`src/rtl/reg16x16_wr_arb.sv`:
```
// Write-port arbiter and init sequencer in front of the reg16x16 register file.
// Two requesters share one write port by round-robin; an init sweep writes
// INIT_VAL to every register and takes priority over both requesters.
module reg16x16_wr_arb #(
    parameter int unsigned       DW       = 16,
    parameter int unsigned       AW       = 4,
    parameter logic [DW-1:0]     INIT_VAL = DW'(0)
) (
    input  logic          clk,
    input  logic          reset,
    input  logic          init_start,
    output logic          init_busy,
    input  logic          a_req,
    input  logic [AW-1:0] a_addr,
    input  logic [DW-1:0] a_data,
    output logic          a_gnt,
    input  logic          b_req,
    input  logic [AW-1:0] b_addr,
    input  logic [DW-1:0] b_data,
    output logic          b_gnt,
    output logic          wren,
    output logic [AW-1:0] wrad,
    output logic [DW-1:0] wrdt
);

    localparam int unsigned NREG = 1 << AW;
    // One extra bit so the counter can reach NREG and mark the closing cycle.
    localparam int unsigned CW   = AW + 1;

    localparam logic [0:0] S_IDLE = 1'b0;
    localparam logic [0:0] S_INIT = 1'b1;

    logic [0:0]    state;
    logic [0:0]    state_nx;
    logic [CW-1:0] cnt;
    logic [CW-1:0] cnt_nx;
    logic          ptr_b;
    logic          ptr_b_nx;
    logic          wren_nx;
    logic [AW-1:0] wrad_nx;
    logic [DW-1:0] wrdt_nx;
    logic          busy_nx;

    // Next-state, grant and write-port selection.
    always_comb begin
        state_nx = state;
        cnt_nx   = cnt;
        ptr_b_nx = ptr_b;
        wren_nx  = 1'b0;
        wrad_nx  = wrad;
        wrdt_nx  = wrdt;
        busy_nx  = init_busy;
        a_gnt    = 1'b0;
        b_gnt    = 1'b0;
        case (state)
            S_IDLE: begin
                if (init_start) begin
                    // First sweep write (address 0) goes out on the starting edge.
                    state_nx = S_INIT;
                    cnt_nx   = CW'(1);
                    wren_nx  = 1'b1;
                    wrad_nx  = '0;
                    wrdt_nx  = INIT_VAL;
                    busy_nx  = 1'b1;
                end else begin
                    a_gnt = reset & a_req & (~b_req | ~ptr_b);
                    b_gnt = reset & b_req & (~a_req | ptr_b);
                    if (a_gnt) begin
                        wren_nx  = 1'b1;
                        wrad_nx  = a_addr;
                        wrdt_nx  = a_data;
                        ptr_b_nx = 1'b1;
                    end else if (b_gnt) begin
                        wren_nx  = 1'b1;
                        wrad_nx  = b_addr;
                        wrdt_nx  = b_data;
                        ptr_b_nx = 1'b0;
                    end
                end
            end
            default: begin
                if (cnt == CW'(NREG)) begin
                    state_nx = S_IDLE;
                    cnt_nx   = '0;
                    busy_nx  = 1'b0;
                end else begin
                    wren_nx  = 1'b1;
                    wrad_nx  = cnt[AW-1:0];
                    wrdt_nx  = INIT_VAL;
                    cnt_nx   = cnt + CW'(1);
                end
            end
        endcase
    end

    // State, counter, pointer and registered write-port outputs.
    always_ff @(posedge clk or negedge reset) begin
        if (!reset) begin
            state     <= S_IDLE;
            cnt       <= '0;
            ptr_b     <= 1'b0;
            wren      <= 1'b0;
            wrad      <= '0;
            wrdt      <= '0;
            init_busy <= 1'b0;
        end else begin
            state     <= state_nx;
            cnt       <= cnt_nx;
            ptr_b     <= ptr_b_nx;
            wren      <= wren_nx;
            wrad      <= wrad_nx;
            wrdt      <= wrdt_nx;
            init_busy <= busy_nx;
        end
    end

endmodule

```
`config.mk`:
```
export PLATFORM = sky130hd
export DESIGN_NAME = reg16x16_wr_arb
export DESIGN_NICKNAME = d
export VERILOG_FILES = /design/src/rtl/reg16x16_wr_arb.sv
export SDC_FILE = /design/constraint.sdc
export NUM_CORES = 1
export LEC_CHECK = 0
export CAP_MARGIN = 40
export CORE_UTILIZATION = 38
export DETAILED_ROUTE_END_ITERATION = 16
export GPL_TIMING_DRIVEN = 1
export PLACE_DENSITY = 0.75
export SETUP_SLACK_MARGIN = 0.02
export SYNTH_ARGS = -nofsm -noshare
export SYNTH_HDL_FRONTEND = slang
export SYNTH_SLANG_ARGS = --single-unit
```
`constraint.sdc`:
```
create_clock -name clk -period 4.74 [get_ports clk]
set_clock_uncertainty 0.1 [all_clocks]
set_input_delay 0.474 -clock clk [delete_from_list [all_inputs] [get_ports clk]]
set_output_delay 0.474 -clock clk [all_outputs]
set_load 0.02 [all_outputs]
```
Yosys cells after proc, flatten, opt, wreduce, memory -nomap -nowiden
Index checks and enable logic that the tools add are counted.
Storage, ports and cells
  register bits after elaboration: 29
  output and inout bits: 24
  logic and storage cells: 57
Operators by class
  add/sub/neg operators: 1
  equality and inequality tests: 3
  multiplexer cells: 29
  bitwise logic cells: 11
  reduce and logical (&&, ||, !) cells: 6
Operator list (number)
  2-to-1 mux 16 bit: 5
  2-to-1 mux 4 bit: 5
  2-to-1 mux 1 bit: 16
  2-to-1 mux 5 bit: 3
  adder 5 x 1 -> 5 bit, second input constant: 1
  equality test 5 bit, second input constant: 1
  NOT 1 bit: 5
  AND 1 bit: 4
  AND reduction 2 bit: 2
  nonzero test 2 bit: 2
  nonzero test 4 bit: 1
  AND reduction 3 bit: 1
  != test 2 x 1 -> 1 bit, second input constant: 1
  != test 2 bit, second input constant: 1
  bitwise OR 1 bit: 2

Depth between registers and ports, before layout
  depth after elaboration: 7
  gate-level depth with buffers: 7

Worst setup path before layout
No wires, ideal clock.
  kind: input port to output port
  from: in b_req
  to: out b_gnt
  data arrival time: 1741 ps
  required time: 4166 ps
  setup slack: 2425 ps
  cell stages on the path: 2
  path buffers: 0
  cells stage by stage: nand2_1 a2111oi_0
On the way
  word-level cells in the longest chain between the ends: 4
RTL lines
  from (decl): line 17  | input logic b_req,
  AND 1 bit (2 in a row): line 67  | b_gnt = reset & b_req & (~a_req | ptr_b);
  2-to-1 mux 1 bit: line 57  | if (init_start) begin
  2-to-1 mux 1 bit: line 55  | case (state)
  to (decl): line 20  | output logic b_gnt,
No other way between the ends.

Worst setup path in the final report
  from: in reset
  to: out a_gnt
On the way
  word-level cells in the longest chain between the ends: 4
RTL lines
  from (decl): line 10  | input logic reset,
  AND 1 bit (2 in a row): line 66  | a_gnt = reset & a_req & (~b_req | ~ptr_b);
  2-to-1 mux 1 bit: line 57
  2-to-1 mux 1 bit: line 55
  to (decl): line 16  | output logic a_gnt,
No other way between the ends.

==> impl_metrics.json <==
{
  "syn-cell-area_sq_um": 1470,
  "syn-num-nets": 183,
  "end_kind": "primary output",
  "synth_area_leaders": "dfrtp_1 50%, a21oi_2 10%, a22oi_1 8.2%",
  "fillCellCount": 321,
  "final_cell_mix": "68 x clkdlybuf4s50_1, 29 x dfrtp_1, 21 x nor2_1",
  "dieArea_sq_um": 4110,
  "die_h_um": 64.1,
  "clk_pin_slew_ns": 0.06,
  "start_kind": "input port",
  "status": "completed",
  "rsz0062_at_grt": "no",
  "drc_errors": 0,
  "cts_buffers": 5,
  "die_x_um": 64.1,
  "yosysUniqueCellTypes": 30,
  "final_common_cell": "clkdlybuf4s50_1",
  "grt-busiest-layer": "met2",
  "irDropWorstVdd_uv": 251,
  "crit_required_ns": 4.17,
  "synth_seq_cells": 29,
  "cts-resized-gates": 0,
  "antenna_found_initial": 0,
  "static-leakage-power_nw": 0.946,
  "yosys_most_used_dff": "dfrtp_1",
  "post-cts-setup-buffers": 0,
  "dp_hpwl_mm": 2.54,
  "ant_nets": 0,
  "ctsRootBufferMaster": "clkbuf_8",
  "cp_max_fo": 32,
  "drt_wl_total_mm": 3.67,
  "dr.pass1.iters": 4,
  "initial_core_util_pct": 39.7,
  "clock.fmax_ghz": 0.325,
  "initialDrtViolationCount": 89,
  "clkLatencyLatePin_ns": 0.28,
  "cts_max_path_buffers": 2,
  "hp-class": "flop to flop",
  "yosys.area.top_type_share_pct": 49.5,
  "cts_tree": "built",
  "setup_viol": 0,
  "arrival_ns": 2.51,
  "numPortBuffers": 68,
  "seq_area_frac_synth_pct": 49.5,
  "wl_per_cell_um": 14.5,
  "cts.sinks": 29,
  "postCtsHoldBufs": 0,
  "grt_overflow_total": 0,
  "fin_crit_sh_pct": 65.0,
  "gp_congestion": 0.789,
  "avgSynthCellArea_sq_um": 10.8,
  "p_per_area_nw_per_um2": 477,
  "area_delta_synth_final_pct": 53.5,
  "synth_edf_count": 0,
  "tightest_slew_ns": 0.613,
  "ctsHtreeMaxLevel": 2,
  "grt_util_met2_pct": 32.2,
  "synth_top_area_cell": "dfrtp_1",
  "crit_type": "input port to primary output",
  "via_count": 1315,
  "fin_tns_setup_ns": 0,
  "nets": 251,
  "met1_usage_pct": 23.0,
  "maxCapViolCount": 0,
  "finalHoldViolCount": 0,
  "grt_max_degree": 42,
  "met3_usage_pct": 8.21,
  "coreArea_sq_um": 3690,
  "grt_pass1_vias": 1271,
  "report.final.slew_viol_count": 0,
  "ys_warn_count": 0,
  "syn_inst": 136,
  "viasPerCell": 5.20,
  "grt_pass1_wl_mm": 5.99,
  "grt_usage_pct": 19.7,
  "async_flop_share_pct": 100,
  "hold_slack_ns": 0.401,
  "period_needed_ns": 3.08,
  "diodes": 0,
  "layout-drive-gt1-share_pct": 15.6,
  "io_pins": 69,
  "maxSlewHeadroom_pct": 58.1,
  "seq_area_sq_um": 726,
  "rows": 22,
  "multi_input_comb_area_sq_um": 649
}
[cell usage after synthesis, drive strengths merged (2+ instances only)]
cell type,instances
a21oi,23
a222oi,4
a22oi,17
buf,9
dfrtp,29
ha,2
inv,4
nand2,5
nand3,2
nor2,22
nor2b,2
o21ai,4
[flip-flops by register name, summed over array words and instances, names as in the netlist]
| signal | cells |
|---|---|
| wrdt | 16 |
| wrad | 4 |
| cnt | 5 |
| ptr_b | 1 |
| state | 1 |
| wren | 1 |
| init_busy | 1 |
[routing by layer]
layer / vias to the layer above / part of all wire, %
li1: 631 / -
met1: 619 / 40
met2: 61 / 49
met5: - / 0
met3: 4 / 9.6
met4: 0 / 1.1
[final cells by class]
type / instances / share of cell area [%]
flip-flops and latches: 29 / 32.3
repair buffers: 71 / 31.8
multi-input cells: 93 / 28.9
clock buffers: 6 / 3.23
well taps: 48 / 2.67
inverters: 4 / 0.668
clock inverters: 2 / 0.445
[kinds of logic (layout without fill, tap and decap cells)]
logic type / Yosys count / in the layout / share of synthesized area (%)
AOI/OAI and AO/OA: 54 / 54 / 29.1
xor gates and xnor gates: 1 / 1 / 0.598
adders and majority gates: 2 / 2 / 1.71
buffers and inverters: 14 / 83 / 6.57
DFF: 29 / 29 / 49.5
muxes: 1 / 1 / 0.683
and+or+nand+nor: 35 / 35 / 11.8
[through the flow]
| step | worst slack (ns) | total power, mW | cells | instance area [sq um] | utilization (%) |
|---|---|---|---|---|---|
| global route | 1.52 | 1.14 | 253 | 2250 | 61.0 |
| detailed placement | 1.65 | 0.880 | 244 | 2150 | 58.2 |
| global placement | 1.70 | 0.862 | 244 | 2150 | 58.2 |
| floorplan | 2.42 | 0.683 | 136 | 1470 | - |
| finish | 1.66 | 1.07 | 253 | 2250 | 61.0 |
| CTS | 1.64 | 1.08 | 252 | 2230 | 60.4 |
[power by group]
group / internal, mW / total (mW) / switching, mW
Clock: 0.101 / 0.193 / 0.0917
Sequential: 0.334 / 0.408 / 0.0744
Combinational: 0.242 / 0.470 / 0.228
Total: 0.678 / 1.07 / 0.394
[worst paths after layout]
| check | slack [ns] | to | startpoint | cells after the start |
|---|---|---|---|---|
| max reg2reg | 2.83 | wrad[0] | state | 4 |
| max | 1.66 | a_gnt | reset | 4 |
| min in group asynchronous | 0.54 | wrad[1] | reset | 2 |
| min reg2reg | 0.40 | cnt[4] | cnt[4] | 1 |
| max in group asynchronous | 3.71 | wrdt[0] | reset | 2 |
| min | 0.40 | cnt[4] | cnt[4] | 1 |
[critical path, stage by stage]
cell and delay [ns]:
clkdlybuf4s50_1 0.49, buf_4 0.37, and4_4 0.48, clkdlybuf4s50_1 0.67
Power figures use the tool's default switching activity.
